$ cat src/rtl/branch_pkg.sv
// Shared types for the branch tracker: FSM states, queued branch entries
// and default sizing.
package branch_pkg;

   localparam int DEF_DEPTH = 4;
   localparam int DEF_PC_W  = 32;
   localparam int DEF_CNT_W = 16;

   typedef enum logic [0:0] {
      IDLE      = 1'b0,
      WAIT_PRED = 1'b1
   } state_t;

   // The entry layout follows the package PC width.
   typedef struct packed {
      logic [DEF_PC_W-1:0] pc;
      logic                pred;
   } entry_t;

   function automatic logic is_wrong(input entry_t e, input logic taken);
      return e.pred != taken;
   endfunction

endpackage

$ cat src/rtl/branch_tracker_if.sv
// Fetch / predictor / execute signals of the branch tracker, with debug
// visibility of the FSM state and queue occupancy.
interface branch_tracker_if
   import branch_pkg::*;
#(
   parameter int PC_W  = DEF_PC_W,
   parameter int CNT_W = DEF_CNT_W,
   parameter int DEPTH = DEF_DEPTH
);
   // Handshakes: a transfer happens on a rising edge where valid && ready.
   // Ready never depends on the valid of the same channel; fetch_ready does
   // depend on resolve_valid because resolution wins the predictor port.
   logic                     fetch_valid;
   logic [PC_W-1:0]          fetch_pc;
   logic                     fetch_ready;
   logic                     pred_request;
   logic                     pred_result;
   logic                     pred_taken;
   logic                     pred_in;
   logic                     predict_valid;
   logic                     predict_taken;
   logic                     resolve_valid;
   logic                     resolve_taken;
   logic                     resolve_ready;
   logic                     mispredict;
   logic [PC_W-1:0]          mispredict_pc;
   logic [CNT_W-1:0]         resolved_cnt;
   logic [CNT_W-1:0]         mispredict_cnt;
   state_t                   dbg_state;
   logic [$clog2(DEPTH):0]   dbg_count;

   modport slave (
      input  fetch_valid, fetch_pc, pred_in, resolve_valid, resolve_taken,
      output fetch_ready, pred_request, pred_result, pred_taken,
             predict_valid, predict_taken, resolve_ready, mispredict,
             mispredict_pc, resolved_cnt, mispredict_cnt, dbg_state, dbg_count
   );

   modport master (
      output fetch_valid, fetch_pc, pred_in, resolve_valid, resolve_taken,
      input  fetch_ready, pred_request, pred_result, pred_taken,
             predict_valid, predict_taken, resolve_ready, mispredict,
             mispredict_pc, resolved_cnt, mispredict_cnt, dbg_state, dbg_count
   );

endinterface

$ cat src/rtl/branch_fifo.sv
// In-order queue of predicted branches with push, pop and a synchronous
// flush that wins over both.
module branch_fifo
   import branch_pkg::*;
#(
   parameter int  DEPTH = DEF_DEPTH,
   localparam int AW    = $clog2(DEPTH)
) (
   input  logic        clk,
   input  logic        rst,
   input  logic        i_push,
   input  logic        i_pop,
   input  logic        i_flush,
   input  entry_t      i_data,
   output entry_t      o_head,
   output logic        o_full,
   output logic        o_empty,
   output logic [AW:0] o_count
);

   entry_t        r_mem [DEPTH];
   logic [AW-1:0] r_wr_ptr;
   logic [AW-1:0] r_rd_ptr;
   logic [AW:0]   r_count;
   logic          w_do_push;
   logic          w_do_pop;

   assign o_full    = (r_count == (AW+1)'(DEPTH));
   assign o_empty   = (r_count == '0);
   assign o_count   = r_count;
   assign o_head    = r_mem[r_rd_ptr];
   assign w_do_push = i_push && !o_full && !i_flush;
   assign w_do_pop  = i_pop && !o_empty && !i_flush;

   always_ff @(posedge clk) begin
      if (w_do_push) r_mem[r_wr_ptr] <= i_data;
   end

   // Pointers wrap naturally because DEPTH is a power of two.
   always_ff @(posedge clk or posedge rst) begin
      if (rst) begin
         r_wr_ptr <= '0;
         r_rd_ptr <= '0;
         r_count  <= '0;
      end else if (i_flush) begin
         r_wr_ptr <= '0;
         r_rd_ptr <= '0;
         r_count  <= '0;
      end else begin
         if (w_do_push) r_wr_ptr <= r_wr_ptr + AW'(1);
         if (w_do_pop)  r_rd_ptr <= r_rd_ptr + AW'(1);
         r_count <= r_count + (AW+1)'(w_do_push) - (AW+1)'(w_do_pop);
      end
   end

endmodule

$ cat src/rtl/branch_tracker.sv
// Fetch-side branch tracker: requests predictions, queues them in order and
// trains the predictor on resolution, redirecting fetch on a wrong guess.
module branch_tracker
   import branch_pkg::*;
#(
   parameter int DEPTH = DEF_DEPTH,
   parameter int PC_W  = DEF_PC_W,
   parameter int CNT_W = DEF_CNT_W
) (
   input logic              clk,
   input logic              rst,
   branch_tracker_if.slave  bus
);

   localparam int AW = $clog2(DEPTH);

   state_t            r_state;
   state_t            w_state_nxt;
   logic [PC_W-1:0]   r_fetch_pc;
   logic              r_mispredict;
   logic [PC_W-1:0]   r_mispredict_pc;
   logic [CNT_W-1:0]  r_resolved_cnt;
   logic [CNT_W-1:0]  r_mispredict_cnt;

   entry_t            w_head;
   entry_t            w_new_entry;
   logic              w_full;
   logic              w_empty;
   logic [AW:0]       w_count;
   logic              w_resolve_acc;
   logic              w_wrong;
   logic              w_fetch_ready;
   logic              w_fetch_acc;
   logic              w_push;
   logic              w_predict_valid;

   assign w_resolve_acc = bus.resolve_valid && !w_empty;
   assign w_wrong       = w_resolve_acc && is_wrong(w_head, bus.resolve_taken);
   // Resolution owns the predictor port, so a pending resolve blocks fetch.
   assign w_fetch_ready = (r_state == IDLE) && !w_full && !r_mispredict &&
                          !(bus.resolve_valid && !w_empty);
   assign w_fetch_acc   = bus.fetch_valid && w_fetch_ready;
   // A redirect on the same edge drops the in-flight capture.
   assign w_push        = (r_state == WAIT_PRED) && !w_wrong;
   assign w_new_entry   = '{pc: r_fetch_pc, pred: bus.pred_in};

   branch_fifo #(.DEPTH(DEPTH)) u_fifo (
      .clk     (clk),
      .rst     (rst),
      .i_push  (w_push),
      .i_pop   (w_resolve_acc),
      .i_flush (w_wrong),
      .i_data  (w_new_entry),
      .o_head  (w_head),
      .o_full  (w_full),
      .o_empty (w_empty),
      .o_count (w_count)
   );

   always_comb begin
      w_state_nxt     = r_state;
      w_predict_valid = 1'b0;
      case (r_state)
         IDLE: begin
            if (w_fetch_acc) w_state_nxt = WAIT_PRED;
         end
         WAIT_PRED: begin
            w_predict_valid = 1'b1;
            w_state_nxt     = IDLE;
         end
         default: w_state_nxt = IDLE;
      endcase
   end

   always_ff @(posedge clk or posedge rst) begin
      if (rst) begin
         r_state          <= IDLE;
         r_fetch_pc       <= '0;
         r_mispredict     <= 1'b0;
         r_mispredict_pc  <= '0;
         r_resolved_cnt   <= '0;
         r_mispredict_cnt <= '0;
      end else begin
         r_state      <= w_state_nxt;
         r_mispredict <= w_wrong;
         if (w_fetch_acc)   r_fetch_pc      <= bus.fetch_pc;
         if (w_wrong)       r_mispredict_pc <= w_head.pc;
         if (w_resolve_acc) r_resolved_cnt  <= r_resolved_cnt + CNT_W'(1);
         if (w_wrong)       r_mispredict_cnt <= r_mispredict_cnt + CNT_W'(1);
      end
   end

   assign bus.fetch_ready    = w_fetch_ready;
   assign bus.pred_request   = w_fetch_acc;
   assign bus.pred_result    = w_resolve_acc;
   assign bus.pred_taken     = bus.resolve_taken;
   assign bus.predict_valid  = w_predict_valid;
   assign bus.predict_taken  = w_predict_valid && bus.pred_in;
   assign bus.resolve_ready  = !w_empty;
   assign bus.mispredict     = r_mispredict;
   assign bus.mispredict_pc  = r_mispredict_pc;
   assign bus.resolved_cnt   = r_resolved_cnt;
   assign bus.mispredict_cnt = r_mispredict_cnt;
   assign bus.dbg_state      = r_state;
   assign bus.dbg_count      = w_count;

endmodule

$ cat src/flat_wrapper.sv
// flat-port wrapper written by rule: the top's interface ports become plain ports
module branch_tracker_flat import branch_pkg::*;
#(
   parameter int DEPTH = DEF_DEPTH,
   parameter int PC_W  = DEF_PC_W,
   parameter int CNT_W = DEF_CNT_W
)
  (clk, rst, bus_fetch_valid, bus_fetch_pc, bus_pred_in, bus_resolve_valid, bus_resolve_taken, bus_fetch_ready, bus_pred_request, bus_pred_result, bus_pred_taken, bus_predict_valid, bus_predict_taken, bus_resolve_ready, bus_mispredict, bus_mispredict_pc, bus_resolved_cnt, bus_mispredict_cnt, bus_dbg_state, bus_dbg_count);
  branch_tracker_if #(.PC_W(PC_W), .CNT_W(CNT_W), .DEPTH(DEPTH)) bus_i ();
  input logic clk;
  input logic rst;
  input wire logic [$bits(bus_i.fetch_valid)-1:0] bus_fetch_valid;
  input wire logic [$bits(bus_i.fetch_pc)-1:0] bus_fetch_pc;
  input wire logic [$bits(bus_i.pred_in)-1:0] bus_pred_in;
  input wire logic [$bits(bus_i.resolve_valid)-1:0] bus_resolve_valid;
  input wire logic [$bits(bus_i.resolve_taken)-1:0] bus_resolve_taken;
  output wire logic [$bits(bus_i.fetch_ready)-1:0] bus_fetch_ready;
  output wire logic [$bits(bus_i.pred_request)-1:0] bus_pred_request;
  output wire logic [$bits(bus_i.pred_result)-1:0] bus_pred_result;
  output wire logic [$bits(bus_i.pred_taken)-1:0] bus_pred_taken;
  output wire logic [$bits(bus_i.predict_valid)-1:0] bus_predict_valid;
  output wire logic [$bits(bus_i.predict_taken)-1:0] bus_predict_taken;
  output wire logic [$bits(bus_i.resolve_ready)-1:0] bus_resolve_ready;
  output wire logic [$bits(bus_i.mispredict)-1:0] bus_mispredict;
  output wire logic [$bits(bus_i.mispredict_pc)-1:0] bus_mispredict_pc;
  output wire logic [$bits(bus_i.resolved_cnt)-1:0] bus_resolved_cnt;
  output wire logic [$bits(bus_i.mispredict_cnt)-1:0] bus_mispredict_cnt;
  output wire logic [$bits(bus_i.dbg_state)-1:0] bus_dbg_state;
  output wire logic [$bits(bus_i.dbg_count)-1:0] bus_dbg_count;
  assign bus_i.fetch_valid = bus_fetch_valid;
  assign bus_i.fetch_pc = bus_fetch_pc;
  assign bus_i.pred_in = bus_pred_in;
  assign bus_i.resolve_valid = bus_resolve_valid;
  assign bus_i.resolve_taken = bus_resolve_taken;
  assign bus_fetch_ready = bus_i.fetch_ready;
  assign bus_pred_request = bus_i.pred_request;
  assign bus_pred_result = bus_i.pred_result;
  assign bus_pred_taken = bus_i.pred_taken;
  assign bus_predict_valid = bus_i.predict_valid;
  assign bus_predict_taken = bus_i.predict_taken;
  assign bus_resolve_ready = bus_i.resolve_ready;
  assign bus_mispredict = bus_i.mispredict;
  assign bus_mispredict_pc = bus_i.mispredict_pc;
  assign bus_resolved_cnt = bus_i.resolved_cnt;
  assign bus_mispredict_cnt = bus_i.mispredict_cnt;
  assign bus_dbg_state = bus_i.dbg_state;
  assign bus_dbg_count = bus_i.dbg_count;
  branch_tracker #(.DEPTH(DEPTH), .PC_W(PC_W), .CNT_W(CNT_W)) u_core (.clk(clk), .rst(rst), .bus(bus_i));
endmodule
$ cat config.mk
export PLATFORM = sky130hd
export DESIGN_NAME = branch_tracker_flat
export DESIGN_NICKNAME = d
export VERILOG_FILES = /design/src/rtl/branch_pkg.sv /design/src/rtl/branch_tracker_if.sv /design/src/rtl/branch_fifo.sv /design/src/rtl/branch_tracker.sv /design/src/flat_wrapper.sv
export SDC_FILE = /design/constraint.sdc
export NUM_CORES = 1
export LEC_CHECK = 0
export ABC_AREA = 1
export BUFFER_PORTS_ARGS = -buffer_cell sky130_fd_sc_hd__clkbuf_2
export CAP_MARGIN = 20
export CORE_ASPECT_RATIO = 2
export CORE_UTILIZATION = 40
export CTS_BUF_LIST = sky130_fd_sc_hd__clkbuf_16
export CTS_CLUSTER_SIZE = 28
export DETAILED_ROUTE_END_ITERATION = 10
export PLACE_DENSITY = 0.69
export REMOVE_ABC_BUFFERS = 1
export SYNTH_ARGS = -nofsm -noshare
export SYNTH_HDL_FRONTEND = slang
export SYNTH_SLANG_ARGS = --single-unit
$ cat constraint.sdc
create_clock -name clk -period 2.9 [get_ports clk]
set_input_delay 0.145 -clock clk [delete_from_list [all_inputs] [get_ports clk]]
set_output_delay 0.145 -clock clk [all_outputs]
set_load 0.1 [all_outputs]
# Word level (Yosys, flattened, before mapping)
# Memories as Yosys holds them, arrays and structs flattened.
# Cells that the tools add are included.
[totals] ff_bits=105 ram_bits=132 input_bits=38 out_inout_bits=76 elab_cells=49 memories=1
[op_classes] n_addsub=6 n_eq_ne=2 n_mux=10 n_bitwise=1 n_reduce_logical=20
[memory_table] memory="u_core.u_fifo.r_mem" words=4 width=33 read_ports=1 rd_ports_with_merged_regs=0 write_ports=1 line_no="branch_fifo.sv:21" text="entry_t r_mem [DEPTH];"
[ops] op="$add A16 B1 Y16 const B" count=2
[ops] op="$logic_and A1 B1 Y1" count=12
[ops] op="$mux W2" count=4
[ops] op="$logic_not A1 Y1" count=5
[ops] op="$add A2 B1 Y2 const B" count=2
[ops] op="$mux W1" count=4
[ops] op="$reduce_bool A2 Y1" count=2
[ops] op="$add A3 B1 Y3" count=1
[ops] op="$eq A3 B3 Y1 const B" count=1
[ops] op="$logic_not A3 Y1" count=1
[ops] op="$mux W3" count=1
[ops] op="$sub A3 B1 Y3" count=1
[ops] op="$pmux W1 S2" count=1
[ops] op="$ne A1 B1 Y1" count=1
[ops] op="$not A1 Y1" count=1

# Depth between registers and ports, before layout
# Gate-level depths: netlist (run 1).
[logic_depth] word_depth=11 mapped_depth=16 depth_no_buf=16

# Cells and area by module
# A second synthesis (run 1) with hierarchy kept.
[hier_totals] cells_unflattened=868 hier_area_um2=9763.1
[by_module_without_submodules] mod="branch_fifo" n_inst=1 cells_each=385 area_per_inst_um2=5574.1 seq_area_each_um2=4139.0
[by_module_without_submodules] mod="branch_tracker" n_inst=1 cells_each=483 area_per_inst_um2=4189.0 seq_area_each_um2=2452.4

# Worst setup path before layout (run 1)
# OpenSTA, ideal clock, no wires.
[synth_path] path_type="register to register" start="register u_core.u_fifo.r_count[1] (netlist: u_core.u_fifo.o_count[1])" end="memory u_core.u_fifo.r_mem[0][0] (netlist name), enable pin" setup_ns=0.423 arrival_ns=3.793 t_required_ns=2.477 path_slack_ns=-1.316 path_stages_with_launch=9 path_buffers=1 period_less_slack_ns=4.216 cell_sequence="dfrtp_1 -> nor2_1 -> nand2_1 -> nand2_1 -> inv_1 -> nand3_2 -> buf_4 -> nand2_1 -> nor2_1"
[synth_between] elab_chain_cells=10 word_cells_on_any_way=12 cone_classes="1 x eq/ne; 2 x mux; 9 x reduce/logical"
[synth_lines] element="from (decl)" line_no="branch_fifo.sv:24" text="logic [AW:0] r_count;"
[synth_lines] element="from (signal assigned)" line_no="branch_fifo.sv:52" text="r_count <= r_count + (AW+1)'(w_do_push) - (AW+1)'(w_do_pop);"
[synth_lines] element="$logic_not A3 Y1 (*)" line_no="branch_fifo.sv:29" text="assign o_empty = (r_count == '0);"
[synth_lines] element="$logic_not A1 Y1 (*)"
[synth_lines] element="via bus_resolve_ready" line_no="flat_wrapper.sv:23" text="output wire logic [$bits(bus_i.resolve_ready)-1:0] bus_resolve_ready;"
[synth_lines] element="$logic_and A1 B1 Y1 (*)" line_no="branch_tracker.sv:37" text="assign w_resolve_acc = bus.resolve_valid && !w_empty;"
[synth_lines] element="$logic_and A1 B1 Y1 (*)" line_no="branch_tracker.sv:38" text="assign w_wrong = w_resolve_acc && is_wrong(w_head, bus.resolve_taken);"
[synth_lines] element="$logic_not A1 Y1 (*)" line_no="branch_fifo.sv:32, branch_tracker.sv:44"
[synth_lines] element="$logic_and A1 B1 Y1" line_no="branch_tracker.sv:44" text="assign w_push = (r_state == WAIT_PRED) && !w_wrong;"
[synth_lines] element="$logic_and A1 B1 Y1" line_no="branch_fifo.sv:32" text="assign w_do_push = i_push && !o_full && !i_flush;"
[synth_lines] element="$logic_and A1 B1 Y1 (*)" line_no="branch_fifo.sv:32"
[synth_lines] element="$mux W1 (*)" line_no="branch_fifo.sv:36" text="if (w_do_push) r_mem[r_wr_ptr] <= i_data;"
[synth_lines] element="$mux W1 (not written as such) (*)" line_no="branch_fifo.sv:36"
[synth_lines] element="to (decl)" line_no="branch_fifo.sv:21"
# The timed path passes the listed nets; every way through them passes the cells marked *.

# Worst setup path in the final report (run 1)
[layout_path] start="register u_core.u_fifo.r_count[1] (netlist: u_core.u_fifo.o_count[1])" end="output bus_pred_request"
[layout_between] elab_chain_cells=6 word_cells_on_any_way=10 cone_classes="1 x eq/ne; 9 x reduce/logical"
[layout_lines] element="$eq A3 B3 Y1 / $logic_not A3 Y1 (equally long branches)" line_no="branch_fifo.sv:28, branch_fifo.sv:29"
[layout_lines] element="$logic_not A1 Y1 (on tied branches)" line_no="branch_tracker.sv:40, branch_tracker.sv:41"
[layout_lines] element="$logic_and A1 B1 Y1 (on tied branches)" line_no="branch_tracker.sv:40, branch_tracker.sv:41"
[layout_lines] element="$logic_and A1 B1 Y1 / $logic_not A1 Y1 (equally long branches)" line_no="branch_tracker.sv:40, branch_tracker.sv:41"
[layout_lines] element="$logic_and A1 B1 Y1 (*)" line_no="branch_tracker.sv:40" text="assign w_fetch_ready = (r_state == IDLE) && !w_full && !r_mispredict &&"
[layout_lines] element="$logic_and A1 B1 Y1 (*)" line_no="branch_tracker.sv:42" text="assign w_fetch_acc = bus.fetch_valid && w_fetch_ready;"
[layout_lines] element="to (decl)" line_no="flat_wrapper.sv:18" text="output wire logic [$bits(bus_i.pred_request)-1:0] bus_pred_request;"
# Mark *: on every way between the ends. The rest lies on a longest branch, timed or not.

==> results of run 1 <==
==> critical path, delay by kind of cell (launching register included) <==
kind	cells	cell delay (ns)
buf+inv	3	1.06
flops	1	0.45
simple gates	4	0.40
==> layout make-up <==
class	count	area [um^2]
clock buffers	22	551
clock inverters	16	106
fillers	2130	12100
inverters	40	153
multi-input cells	599	2720
flip-flops and latches	237	6590
well taps	287	359
repair buffers	169	1100
==> power by group through the flow <==
stage	logic [W]	registers, W	clock network [W]
final	0.00566	0.00518	0.00269
after global routing	0.00608	0.00527	0.00286
after CTS	0.00574	0.00518	0.00274
after detailed placement	0.00569	0.00524	0
after global placement	0.00561	0.00519	0
after floorplan	0.00198	0.00744	0
==> per-layer routing <==
metal	track usage (%)	up-vias	routed length [um]
met1	19.5	3374	8370
li1	-	3315	-
met4	9.37	0	867
met5	0	-	0
met2	34.1	170	11700
met3	2.22	55	939
==> logic make-up after synthesis <==
kind of cell | count (synthesis) | synth area share [%]
buf+inv | 81 | 3.74
compound gates | 103 | 5.77
simple gates | 463 | 18.6
flops | 237 | 68.4
fa+ha+maj | 9 | 1.25
xor+xnor | 24 | 2.18
==> per-stage QoR <==
stage               area (um^2)  utilization (%)
floorplan                  9420                -
global route              11600             48.8
finish                    11600             48.8
CTS                       11600             48.8
global placement          10600             44.6
detailed placement        10600             44.6
==> cells in the mapped netlist <==
master	count
buf_4	7
nand2_1	327
nor3_1	5
ha_1	8
xor2_1	7
buf_6	2
o21ai_0	70
clkbuf_1	20
buf_2	12
nand3_2	1
fa_1	1
inv_2	4
xnor2_1	17
nor2_1	105
dfrtp_1	105
inv_1	36
nand2_2	1
and2_1	4
edfxtp_1	132
nand3_1	17
o22ai_1	32
a21oi_1	1
nand3b_1	3
==> path summary, 6_finish.rpt <==
check | startpoint | endpoint | depth (start not counted)
worst max register to register | u_core.u_fifo.r_rd_ptr[0] | u_core.u_fifo.o_count[2] | 16
worst min register to register | u_core.bus.mispredict_pc[26] | u_core.bus.mispredict_pc[26] | 2
min in group asynchronous | rst | u_core.r_fetch_pc[13] | 3
worst max-delay path | u_core.u_fifo.o_count[1] | bus_pred_request | 7
worst min-delay path | bus_resolve_valid | u_core.u_fifo.r_rd_ptr[0] | 5
max in group asynchronous | rst | u_core.bus.mispredict_pc[2] | 4
==> state kept, by name, summed over array words and instances, names as in the netlist <==
signal	flops
u_core.bus.mispredict_cnt	16
u_core.u_fifo.o_count	3
u_core.bus.dbg_state	1
u_core.u_fifo.r_mem	132
u_core.u_fifo.r_rd_ptr	2
u_core.r_fetch_pc	32
u_core.bus.mispredict_pc	32
u_core.u_fifo.r_wr_ptr	2
u_core.bus.mispredict	1
u_core.bus.resolved_cnt	16
==> what timing repair did <==
item | 4_1_cts | 5_1_grt
hold buffers | 34 | 0
resized for setup | 0 | 0
endpoints found under the hold margin | 81 | 0
==> summary.txt, run 1 <==
outcome = finished with violations
failing checks = design-rule violations
critical path peak fanout = 33
slowest cell delay on critical path = 0.58 ns
first-pass iteration count of the detailed router = 7
most common cell after layout, fill and taps aside = nand2_1
critical path class = reg -> out
routed len/inst = 16.0 um
Ant. Diodes = 0
Layout area overhead = 20.2%
post-synth cell types = 23
I/O Buffers = 113
initial drt markers = 401
Hold Crit Class = in -> reg
clock-pin slew on the worst setup and hold paths = 0.07 ns
commonest non-fill, non-tap cells in the layout = nand2_1, edfxtp_1, clkbuf_2
largest net degree at the start of global routing = 65
DP HPWL = 13.7 mm
clock sinks = 237
Mapped Area = 9630 um^2
CP dominant cell by count = nand2_1
worst-path cell chain = nor2_1, nand2_1, nand2_1, buf_4, nand3_2, inv_2, buf_12
Hold Violations, Final = 0
Starting Density = 40.6%
die height = 221 um
via count = 6,914
residual DRC count = 6
synth top area cells = edfxtp_1, dfrtp_1, nand2_1, nor2_1, o21ai_0
GRT Total Usage = 18.1%
Int Pwr = 0.00717 W
H-tree level count = 1
RePlAce Congestion = 0.802
net switching power = 0.00636 W
DRT Wirelength = 21.9 mm
Least-Margin Pin Slew = 0.747 ns
Setup crit end kind = primary output
top-area cell type share of the netlist area = 41.1%
final period utilization = 88.7%
Flop pwr share = 38.3%
Sw Ratio = 47.0%
Core Rows = 80
TritonCTS buffer count = 21
num ports = 114
Final Critical Period = 2.57 ns
RSZ-0062 raised after global routing = no
Layout Skew = 0.0243 ns
core area = 23,700 um^2
Syn Inst Count = 917
sequential share of the synthesized area = 68.4%
dpl cells = 1,298
CTS tree = yes
Vias/cell = 5.05
setup_tns = 0 ns
DIE AREA = 24,700 um^2
pre-CTS setup slack = 0.665 ns
Pleak = 5.15 nW
post-CTS setup buffer count = 0
max_cap viols = 0
R2R setup slack = 0.66 ns
power density over cell area = 1170 nW/um^2
Clock Tree Buf Depth = 3
WHS = 0.104 ns
CP max stage cell = inv_2
Max-Slew Margin vs Limit = 50.1%
fin cells = 1,370
Syn Area/Cell = 10.5 um^2
Worst-Skew Late Latency = 0.52 ns
vias in the first global route = 6,988
Clock power frac = 19.8%
Final Worst Setup Slack = 0.328 ns
Die X = 112 um
Slew Limit Fails = 0
flops & latches, synth = 237
grt total ovfl = 0
Max IR drop VDD = 0.913 mV
critical path launch point type = register
global-route wire length before repair = 35.2 mm
arrival time at the worst endpoint = 2.43 ns
# setup viols final = 0
WP data required = 2.76 ns
fmax = 0.389 GHz
antenna-violating nets left = 0
Logic pwr share = 41.9%
Power Total = 0.0135 W
initial antenna violation count = 0
share of cells above drive strength 1 = 16.4%
final net count = 1,115
area leader, netlist = edfxtp_1
Synth Warn # = 0
clk root buf = clkbuf_16
Power figures use the tool's default switching activity.
==> run 2, diff against run 1 <==
--- a/config.mk
+++ b/config.mk
@@ -5,7 +5,6 @@
 export SDC_FILE = /design/constraint.sdc
 export NUM_CORES = 1
 export LEC_CHECK = 0
-export ABC_AREA = 1
 export BUFFER_PORTS_ARGS = -buffer_cell sky130_fd_sc_hd__clkbuf_2
 export CAP_MARGIN = 20
 export CORE_ASPECT_RATIO = 2
==> summary.txt, run 2 <==
outcome = complete, no violations
I/O Buffers = 113
clock-pin slew on the worst setup and hold paths = 0.07 ns
Synth Warn # = 0
fmax = 0.363 GHz
Clock Tree Buf Depth = 3
final period utilization = 95.0%
commonest register cell after synthesis = edfxtp_1
Hold Crit Start = bus_resolve_valid
most common cell after layout, fill and taps aside = edfxtp_1
hold endpoint = u_core.bus.resolved_cnt[0]
most instantiated cells after synthesis = edfxtp_1, dfrtp_1, mux2_2, mux4_2, mux2_4
CP max stage cell = dfrtp_2
max_cap viols = 0
via count = 4,908
setup_tns = 0 ns
Post-synth ARST share = 44.3%
RSZ-0062 raised after global routing = no
Worst Reg-to-Reg Cells = 13
max FFs per register = 132
largest net degree at the start of global routing = 59
Core Rows = 78
commonest non-fill, non-tap cells in the layout = edfxtp_1, clkbuf_2, dfrtp_1
Final Critical Period = 2.76 ns
global-route wire length before repair = 28.2 mm
Slew Limit Fails = 0
core area = 22,600 um^2
share of cells above drive strength 1 = 40.6%
WP data required = 3.25 ns
Max-Slew Margin vs Limit = 39.5%
Least-Margin Pin Slew = 0.907 ns
Worst-Skew Late Latency = 0.51 ns
post-synth cell types = 35
number of flops mapped to enable cells by yosys = 132
DP HPWL = 10.9 mm
Ant. Diodes = 0
Hold Violations, Final = 0
RR Endpoint = u_core.u_fifo.o_count[2]
slowest cell delay on critical path = 0.40 ns
area leader, netlist = edfxtp_1
grt total ovfl = 0
dpl cells = 883
Syn Inst Count = 499
number of fill cells = 1,889
CP dominant cell by count = inv_1
Starting Density = 40.8%
residual DRC count = 0
sequential share of the synthesized area = 71.3%
worst-path cell chain = mux2i_1, mux2_2, o211ai_4, and2_1, inv_1, ha_1, inv_1, ha_1, inv_1, fa_1, xor2_1, xnor2_1, nor2_1
DIE AREA = 23,800 um^2
initial drt markers = 184
clock sinks = 237
top-area cell type share of the netlist area = 42.9%
routed len/inst = 19.0 um
antenna-violating nets left = 0
# setup viols final = 0
crit path buf inv count = 3
H-tree level count = 1
Syn Area/Cell = 18.5 um^2
Mapped Area = 9250 um^2
Layout Skew = 0.0103 ns
vias in the first global route = 5,239
critical path launch point type = register
final net count = 709
Layout area overhead = 23.7%
synth top area cells = edfxtp_1, dfrtp_1, mux4_2, mux2_4, mux2_2
CTS tree = yes
TritonCTS buffer count = 22
critical path peak fanout = 4
clk root buf = clkbuf_16
num ports = 114
register with the most flip-flops = u_core.u_fifo.r_mem
fin util = 50.5%
R2R setup slack = 0.14 ns
arrival time at the worst endpoint = 3.11 ns
RR Startpoint = u_core.u_fifo.r_rd_ptr[1]
Hold Crit Class = in -> reg
critical path class = reg -> reg
crit-path leading delay family = adder cells
Setup crit end kind = register
GRT Total Usage = 15.9%
hold-critical path depth = 4
first-pass iteration count of the detailed router = 4
initial antenna violation count = 0
RePlAce Congestion = 0.777
flops & latches, synth = 237
die height = 217 um
fin cells = 958
Die X = 110 um
Vias/cell = 5.12
top-count cell post-synth = edfxtp_1
DRT Wirelength = 18.2 mm
## run 2: what timing repair did
item | in CTS | in global routing
resized for setup | 0 | 3
hold endpoints to repair | 93 | 0
setup buffers | 0 | 1
hold buffers | 34 | 0
endpoints found under the setup margin | 0 | 1
## run 2: layout make-up
type,instances,area [um^2],area share [%]
Clock buffer,23,576,5.03
Sequential cell,237,6600,57.6
Tap cell,280,350,3.06
Multi-Input combinational cell,228,2490,21.8
Inverter,14,57.6,0.503
Timing Repair Buffer,159,1070,9.36
Clock inverter,17,299,2.61
## run 2: worst max-delay path by stage
stage,startpoint,to,slack [ns],depth (start not counted)
2_1_floorplan,u_core.bus.dbg_state,bus_pred_request,-2.54,3
3_3_place_gp,u_core.u_fifo.o_count[0],u_core.u_fifo.o_count[2],0.16,15
3_5_place_dp,u_core.u_fifo.o_count[0],u_core.u_fifo.o_count[2],0.04,15
4_1_cts,u_core.u_fifo.o_count[0],u_core.u_fifo.o_count[2],0.03,15
5_1_grt,u_core.u_fifo.o_count[0],u_core.u_fifo.o_count[2],0.0002,15
6_report,u_core.u_fifo.r_rd_ptr[1],u_core.u_fifo.o_count[2],0.14,13
## run 2: metal layers
metal	routed length [um]	part of all wire (%)	vias to the layer above	GRT usage, %
li1	-	-	2184	-
met1	6880	38	2566	17.4
met2	10300	56	127	30.1
met3	596	3.3	31	2.13
met4	482	2.6	0	6.18
met5	0	0	-	0
## run 2: logic make-up after synthesis
family	count (synthesis)	synth area share (%)
simple gates	80	4.51
buf+inv	34	1.93
mux	100	17.2
xor+xnor	35	3.31
flops	237	71.3
compound gates	4	0.460
fa+ha+maj	9	1.30
## run 2: worst reg2reg max path, cell delays in order, from the launching register on
cell      delay [ns]
dfrtp_2         0.40
mux2i_1         0.23
mux2_2          0.39
o211ai_4        0.11
and2_1          0.16
inv_1           0.04
ha_1            0.26
inv_1           0.06
ha_1            0.12
inv_1           0.05
fa_1            0.37
xor2_1          0.20
xnor2_1         0.15
nor2_1          0.07
## run 2: through the flow
step | setup WS, ns | hold WS, ns | cell area, um^2
after global placement | 0.164 | 0.329 | 10200
after detailed placement | 0.0372 | 0.352 | 10200
after CTS | 0.0254 | 0.0422 | 11400
after global routing | 0.000203 | 0.0625 | 11400
after floorplan | -2.54 | 0.244 | 9120
final | 0.144 | 0.0644 | 11400
Power of run 2 is not shown: default switching activity piles up to over one toggle a cycle in this logic, so the estimate is an artifact.
